`src/rtl/nmr_bstrm_dpath.sv`:
```
// nmr_bstrm_dpath: buffers one decoded command and serialises segments gaplessly onto BSTRM_OUT.
module nmr_bstrm_dpath #(
  parameter int DATA_WIDTH = 120,
  parameter int CNT_WIDTH  = 32
) (
  input  logic                  CLK,
  input  logic                  RST,
  input  logic                  DPATH_START,
  output logic                  DPATH_BUF_RDY,
  input  logic [DATA_WIDTH-1:0] DATA_IN,
  input  logic                  SEQ_END,
  input  logic                  PATTERN_MODE,
  input  logic                  ALL_1S_MODE,
  input  logic                  ALL_0S_MODE,
  input  logic                  ERR_CLR,
  output logic                  BSTRM_OUT,
  output logic                  BSTRM_ACTIVE,
  output logic                  BSTRM_DONE,
  output logic                  OVF_ERR,
  output logic                  UDR_ERR,
  output logic                  CMD_ERR
);
  localparam int IW = $clog2(DATA_WIDTH);
  typedef enum logic [1:0] {S_IDLE, S_SHIFT, S_STARVE, S_END} state_t;
  state_t state_q, state_d;
  logic hold_valid_q, hold_valid_d, hold_end_q, hold_pat_q, hold_one_q, hold_zero_q;
  logic [DATA_WIDTH-1:0] hold_data_q, sh_q, sh_d;
  logic [IW-1:0] idx_q, idx_d;
  logic [CNT_WIDTH-1:0] run_q, run_d, run_len;
  logic pat_q, pat_d, out_q, out_d, done_q, done_d, rdy_q, active_q;
  logic ovf_q, udr_q, cmd_q, last, xfer, cap, udr_set, cmd_set, no_mode, multi;
  always_comb begin
    last = pat_q ? (idx_q == '0) : (run_q == CNT_WIDTH'(1));
    xfer = hold_valid_q && (state_q == S_IDLE || state_q == S_STARVE || (state_q == S_SHIFT && last));
    cap = DPATH_START && (!hold_valid_q || xfer);
    hold_valid_d = cap || (hold_valid_q && !xfer);
    run_len = hold_data_q[CNT_WIDTH-1:0];
    no_mode = !(hold_pat_q || hold_one_q || hold_zero_q);
    multi = (hold_pat_q && hold_one_q) || (hold_pat_q && hold_zero_q) || (hold_one_q && hold_zero_q);
    cmd_set = xfer && !hold_end_q && (no_mode || multi || (!hold_pat_q && run_len == '0));
    state_d = state_q;
    out_d = 1'b0;
    pat_d = pat_q;
    sh_d = sh_q;
    idx_d = idx_q;
    run_d = run_q;
    done_d = 1'b0;
    udr_set = 1'b0;
    if (xfer && !hold_end_q) begin
      state_d = S_SHIFT;
      pat_d = hold_pat_q;
      sh_d = hold_data_q >> 1;
      idx_d = IW'(DATA_WIDTH - 1);
      out_d = hold_pat_q ? hold_data_q[0] : hold_one_q;
      // Unflagged or zero-length runs still occupy exactly one cycle
      run_d = (no_mode || run_len == '0) ? CNT_WIDTH'(1) : run_len;
    end else if (xfer) begin
      state_d = (state_q == S_IDLE) ? S_IDLE : S_END;
      done_d = 1'b1;
    end else if (state_q == S_SHIFT) begin
      if (last) begin
        state_d = S_STARVE;
        udr_set = 1'b1;
      end else begin
        out_d = pat_q ? sh_q[0] : out_q;
        sh_d = sh_q >> 1;
        idx_d = pat_q ? idx_q - IW'(1) : idx_q;
        run_d = pat_q ? run_q : run_q - CNT_WIDTH'(1);
      end
    end else if (state_q == S_END) begin
      state_d = S_IDLE;
    end
  end
  always_ff @(posedge CLK) begin
    if (RST) begin
      state_q <= S_IDLE;
      hold_valid_q <= 1'b0;
      hold_end_q <= 1'b0;
      hold_pat_q <= 1'b0;
      hold_one_q <= 1'b0;
      hold_zero_q <= 1'b0;
      hold_data_q <= '0;
      sh_q <= '0;
      idx_q <= '0;
      run_q <= '0;
      pat_q <= 1'b0;
      out_q <= 1'b0;
      done_q <= 1'b0;
      rdy_q <= 1'b1;
      active_q <= 1'b0;
      ovf_q <= 1'b0;
      udr_q <= 1'b0;
      cmd_q <= 1'b0;
    end else begin
      state_q <= state_d;
      hold_valid_q <= hold_valid_d;
      if (cap) begin
        hold_data_q <= DATA_IN;
        hold_end_q <= SEQ_END;
        hold_pat_q <= PATTERN_MODE;
        hold_one_q <= ALL_1S_MODE;
        hold_zero_q <= ALL_0S_MODE;
      end
      sh_q <= sh_d;
      idx_q <= idx_d;
      run_q <= run_d;
      pat_q <= pat_d;
      out_q <= out_d;
      done_q <= done_d;
      rdy_q <= !hold_valid_d;
      active_q <= state_d != S_IDLE;
      ovf_q <= (DPATH_START && !cap) || (ovf_q && !ERR_CLR);
      udr_q <= udr_set || (udr_q && !ERR_CLR);
      cmd_q <= cmd_set || (cmd_q && !ERR_CLR);
    end
  end
  assign DPATH_BUF_RDY = rdy_q;
  assign BSTRM_OUT = out_q;
  assign BSTRM_ACTIVE = active_q;
  assign BSTRM_DONE = done_q;
  assign OVF_ERR = ovf_q;
  assign UDR_ERR = udr_q;
  assign CMD_ERR = cmd_q;
endmodule

```
`config.mk`:
```
export PLATFORM = sky130hd
export DESIGN_NAME = nmr_bstrm_dpath
export DESIGN_NICKNAME = d
export VERILOG_FILES = /design/src/rtl/nmr_bstrm_dpath.sv
export SDC_FILE = /design/constraint.sdc
export NUM_CORES = 1
export LEC_CHECK = 0
export CAP_MARGIN = 20
export CORE_MARGIN = 8
export CORE_UTILIZATION = 56
export CTS_CLUSTER_DIAMETER = 80
export DETAILED_ROUTE_END_ITERATION = 10
export PLACE_DENSITY = 0.8
export RECOVER_POWER = 100
export SYNTH_ARGS = -nofsm -noshare
export SYNTH_HDL_FRONTEND = slang
export SYNTH_SLANG_ARGS = --single-unit
```
`constraint.sdc`:
```
create_clock -name CLK -period 3.3 [get_ports CLK]
set_input_delay 0.66 -clock CLK [delete_from_list [all_inputs] [get_ports CLK]]
set_output_delay 0.66 -clock CLK [all_outputs]
set_load 0.05 [all_outputs]
```
# Yosys cells after proc, flatten, opt, wreduce, memory -nomap -nowiden
# Index checks and enable logic that the tools add are counted.
# classes
n_addsub	2
multipliers	0
n_div	0
order_cmp	0
n_eq_ne	8
n_shift	0
mux	33
n_bitwise	2
n_reduce_logical	47
# ops
cell	count
2-to-1 mux 119 bit	4
2-to-1 mux 32 bit	6
2-to-1 mux 7 bit	5
equality test 32 x 1 -> 1 bit (second input constant)	1
logical NOT 32 bit	1
subtractor 32 x 1 -> 32 bit (second input constant)	1
logical AND 1 bit	14
logical OR 1 bit	14
2-to-1 mux 1 bit	12
2-to-1 mux 2 bit	6
AND reduction 4 bit	3
logical NOT 1 bit	8
logical NOT 7 bit	1
subtractor 7 x 1 -> 7 bit (second input constant)	1
!= test 2 x 1 -> 1 bit (second input constant)	3
nonzero test 2 bit	3
!= test 5 bit (second input constant)	1
equality test 2 bit (second input constant)	2
AND reduction 3 bit	1
equality test 2 x 1 -> 1 bit (second input constant)	1
logical NOT 2 bit	1
NOT 1 bit	2
OR reduction 2 bit	1
# word_totals
reg_bits	293
latchBits	0
ram_bits	0
romBits	0
input_bits	128
out_inout_bits	7
elab_cells	111
n_memories	0

# Longest topological paths before layout
# logic_depth
depth_word	10
depth_mapped	11

# Least setup slack after synthesis
# No wires, ideal clock.
# synth_path
kind	register to register
startpoint	register idx_q[0]
endpoint	register sh_q[81]
t_arrival_ps	2287
path_slack_ps	943
path_stages_with_launch	12
synth_period_minus_slack_ps	2357
path_cell_list	dfxtp_1 > inv_1 > ha_1 > nor4b_2 > a41o_1 > nand3b_1 > and2_1 > clkbuf_1 > clkbuf_1 > clkbuf_1 > nand3_1 > a21oi_1
# synth_via
elab_chain_cells	8
# synth_rtl
item	line_no	source
start: declaration	28	logic [IW-1:0] idx_q, idx_d;
start signal: assignment	105	idx_q <= idx_d;
logical NOT 7 bit *	33	last = pat_q ? (idx_q == '0) : (run_q == CNT_WIDTH'(1));
2-to-1 mux 1 bit *	33	
logical AND 1 bit	34	xfer = hold_valid_q && (state_q == S_IDLE || state_q == S_STARVE || (state_q == S_SHIFT && last));
logical OR 1 bit	34	
logical AND 1 bit	34	
logical AND 1 bit	49	if (xfer && !hold_end_q) begin
!= test 2 x 1 -> 1 bit (no line) / nonzero test 2 bit (equally long branches)	--	
AND reduction 3 bit (no line)	--	
end signal: assignment	83	sh_q <= '0;
end signal: assignment	104	sh_q <= sh_d;
end: declaration	27	logic [DATA_WIDTH-1:0] hold_data_q, sh_q, sh_d;
# Every way passes the cells marked *; elsewhere a longest branch is shown, timed or not.
# A chain may end at the register's enable or synchronous reset.

# Final worst setup path
# layout_path
startpoint	register idx_q[0]
endpoint	register run_q[2]
# layout_via
elab_chain_cells	8
# layout_rtl
item	line_no	source
logical NOT 7 bit *	33	
2-to-1 mux 1 bit *	33	
logical AND 1 bit	34	
logical OR 1 bit	34	
logical AND 1 bit	34	
logical AND 1 bit	49	
!= test 2 x 1 -> 1 bit (no line) / nonzero test 2 bit (equally long branches)	--	
AND reduction 4 bit (no line)	--	
end signal: assignment	106	run_q <= run_d;
end: declaration	29	logic [CNT_WIDTH-1:0] run_q, run_d, run_len;
# Marks and branches as above.

==> flow_metrics.tcl <==
set metrics [dict create \
    drcViolationCount 0 \
    r2r-end "run_q[2]$_SDFFE_PP0P_" \
    cp-start-kind "flop" \
    pwr-share-seq_pct 43.8 \
    finalMaxSlewViolations 0 \
    cpMaxStageDelayCell "nor4b_1" \
    ctsResizeCount 0 \
    vias 10800 \
    post_route_cells_drive_above_1_share_pct 6.41 \
    critical-path-max-stage-delay_ps 760 \
    synth_area_leaders "dfxtp_1 49%, nand2_1 10%, a21oi_1 10%" \
    antenna_left 0 \
    crit_fanout 6 \
    internal_power_w 0.00664 \
    rows 53 \
    fp.dieW_um 162 \
    synth_area_per_cell_um2 8.31 \
    crit_required_ps 3780 \
    grt_pass1_vias 10400 \
    track_usage_pct 22.3 \
    yosysWarningCount 0 \
    clock_path_buffers 3 \
    grt_max_degree 95 \
    die_area_um2 26300 \
    maxCapViolations 0 \
    portBuffers 134 \
    path_clk_slew_ps 70 \
    status "complete, no violations" \
    r2r_start "idx_q[0]$_SDFFE_PP0P_" \
    synth_top_cell_by_area "dfxtp_1" \
    yosysSeqAreaShare_pct 49.0 \
    drtIter0Drc 1055 \
    cp_cell_sequence "inv_1 -> ha_1 -> nor4b_1 -> a41o_1 -> nand3b_1 -> a211oi_2 -> clkbuf_1 -> a221o_1" \
    clock_skew_ps 18.6 \
    cts_max_level 1 \
    whs_ps 454 \
    cts_tree "done" \
    hpwlAfterDp_mm 18.5 \
    synth_cell_types 69 \
    rsz0062_at_grt "no" \
    rrSetupSlack_ps 200 \
    synthFlopType "dfxtp_1" \
    fin_util_pct 68.7 \
    cts-buffers-inserted 29 \
    arrival_ps 3580 \
    maxSlewHeadroom_pct 37.5 \
    ctsRootBufferMaster "clkbuf_16" \
    min_path_cells 2 \
    die_h_um 162 \
    share_comb_of_total_power_pct 13.5 \
    hold_path.class "flop to flop" \
    ir_worst_vdd_mv 0.386 \
    p_sw_share_pct 25.6 \
    grt_pass1_wl_mm 50.7 \
    hold_start "hold_data_q[100]$_SDFFE_PP0P_" \
    post-route-period-util_pct 93.9 \
    reg2regPathDepth 8 \
    post_cts_buffers 0 \
    cp-end-kind "flop" \
    start_util_pct 57.0 \
    hold_viol 0 \
    ys_ff_latch 293 \
    syn_area_um2 12000 \
    synthCells 1442 \
    nNetsFinal 1637 \
    p_clk_share_pct 42.7 \
    cts.sinks 293 \
    wl_per_cell_um 16.9 \
    setup_viol_count_final 0 \
    area_growth_pct 20.5 \
    ios 135 \
    path_class "flop to flop" \
    overflow 0 \
    coreArea_um2 21000 \
    switchingPower_w 0.00229 \
    antenna_found_initial 0 \
    antenna-diode-count 0 \
    via_per_inst 6.01 \
    min_period_ps 3100 \
    p_per_area_nw_per_um2 618 \
    fmaxAchievable_ghz 0.323 \
    min_to "hold_data_q[100]$_SDFFE_PP0P_" \
    syn_nets 1573 \
    synth_edf_count 0 \
    holdBufCountCts 0 \
    fin_tns_setup_ps 0 \
    leakage_nw 5.06 \
    routed_wl_mm 30.4 \
    gp_congestion 0.884 \
    dr.pass1.iters 8 \
    worst_pin_slew_ps 925 \
    clock_latency_ps 550 \
    synth_top_area_share_pct 49.0 \
    synthArstFlopShare_pct 0 \
]
[power groups by stage]
stage               logic (W)  registers (W)  clock network [W]
finish                0.00121        0.00391            0.00381
global placement      0.00118        0.00397                  0
global route          0.00133        0.00393            0.00400
detailed placement    0.00120        0.00398                  0
CTS                   0.00122        0.00391            0.00385
floorplan            0.000834        0.00395                  0
[cells in the final DEF (no fill, tap or decap), drive strengths merged, types with 8 or more instances in the layout]
master         synthesis  final
a211oi                13     13
a21oi                244    244
a22oi                 94     94
a311oi                25     25
a31oi                  8      8
buf                   47     21
bufinv                 0      9
clkbuf                76     40
clkdlybuf4s50          0    126
dfxtp                293    293
inv                   10     11
nand2                326    326
nand3                100    100
nor2                  42     42
nor3                  18     18
nor4                  21     21
or3                    8      8
xnor2                  9      9
xor2                  10     10
[kinds of logic (layout without fill, tap and decap cells)]
logic type                 after synthesis  in the layout  share of synthesized area [%]
DFF                                    293            293                           49.0
xor gates and xnor gates                19             19                           1.39
adders and majority gates                3              3                          0.313
muxes                                    1              1                         0.0940
and+or+nand+nor                        555            555                           20.5
AOI/OAI and AO/OA                      438            438                           23.6
buffers and inverters                  133            220                           5.16
[area by class of cell]
class                      count  area (µm²)
timing repair buffer         156        1560
sequential                   293        5870
tap                          275         344
inverter                      10        37.5
multi-input combinational   1016        5510
clock buffer                  38         810
clock inverter                16         315
fill                        1657        6580
[worst max path at each step]
stage                                    end                    from  cells after the start  slack [ps]
2_1_floorplan          sh_q[81]$_SDFFE_PP0P_   idx_q[0]$_SDFFE_PP0P_                     11         940
3_5_place_dp           sh_q[50]$_SDFFE_PP0P_  run_q[20]$_SDFFE_PP0P_                      7         470
3_3_place_gp           sh_q[68]$_SDFFE_PP0P_  run_q[20]$_SDFFE_PP0P_                      7         610
6_report               run_q[2]$_SDFFE_PP0P_   idx_q[0]$_SDFFE_PP0P_                      8         200
5_1_grt        hold_data_q[107]$_SDFFE_PP0P_  run_q[25]$_SDFFE_PP0P_                      7         100
4_1_cts                sh_q[84]$_SDFFE_PP0P_  run_q[20]$_SDFFE_PP0P_                      7         440
[layer usage]
metal	vias up	wire length (µm)	track usage (%)
met4	0	845	7.32
li1	5257	-	-
met3	73	1790	3.59
met1	5141	13200	29.3
met2	373	14600	36.7
met5	-	0	0
[synth_stat cells, types with 4 or more instances]
cell type / instances
nand4_1: 5
buf_1: 8
a211oi_1: 12
nor2_1: 42
nor4_1: 19
dfxtp_1: 293
xor2_1: 10
o21ai_0: 5
a22o_1: 7
buf_6: 10
a31oi_1: 8
nand2_1: 325
nand2b_1: 6
nor3_1: 18
a22oi_1: 94
inv_1: 10
a311oi_1: 15
buf_2: 26
nand3_1: 100
a21o_1: 4
o31ai_1: 5
and2_1: 7
or3_1: 8
or4_1: 6
o211ai_1: 5
clkbuf_1: 76
xnor2_1: 9
a21oi_1: 243
a311oi_2: 10
[registers in the layout, summed over array words and instances, names as in the netlist, 2 cells and up]
name and flops:
hold_data_q 120, sh_q 119, run_q 32, idx_q 7
state_q 2
[metrics by stage]
step	setup WS [ps]	total power (W)	std cells	area [µm²]
after floorplan	943	0.00478	1442	12000
after global placement	611	0.00515	1750	13400
after detailed placement	467	0.00519	1750	13400
after CTS	435	0.00898	1804	14500
after global routing	105	0.00927	1804	14400
final	203	0.00893	1804	14400
[critical path: cells and delay by family, from the launching register on]
| kind | cells | cell delay (ps) |
|---|---|---|
| AOI/OAI and AO/OA | 3 | 1060 |
| and+or+nand+nor | 2 | 1010 |
| buffers and inverters | 2 | 460 |
| DFF | 1 | 330 |
| adders and majority gates | 1 | 180 |
Note: power is estimated with default switching activity, not from simulation.
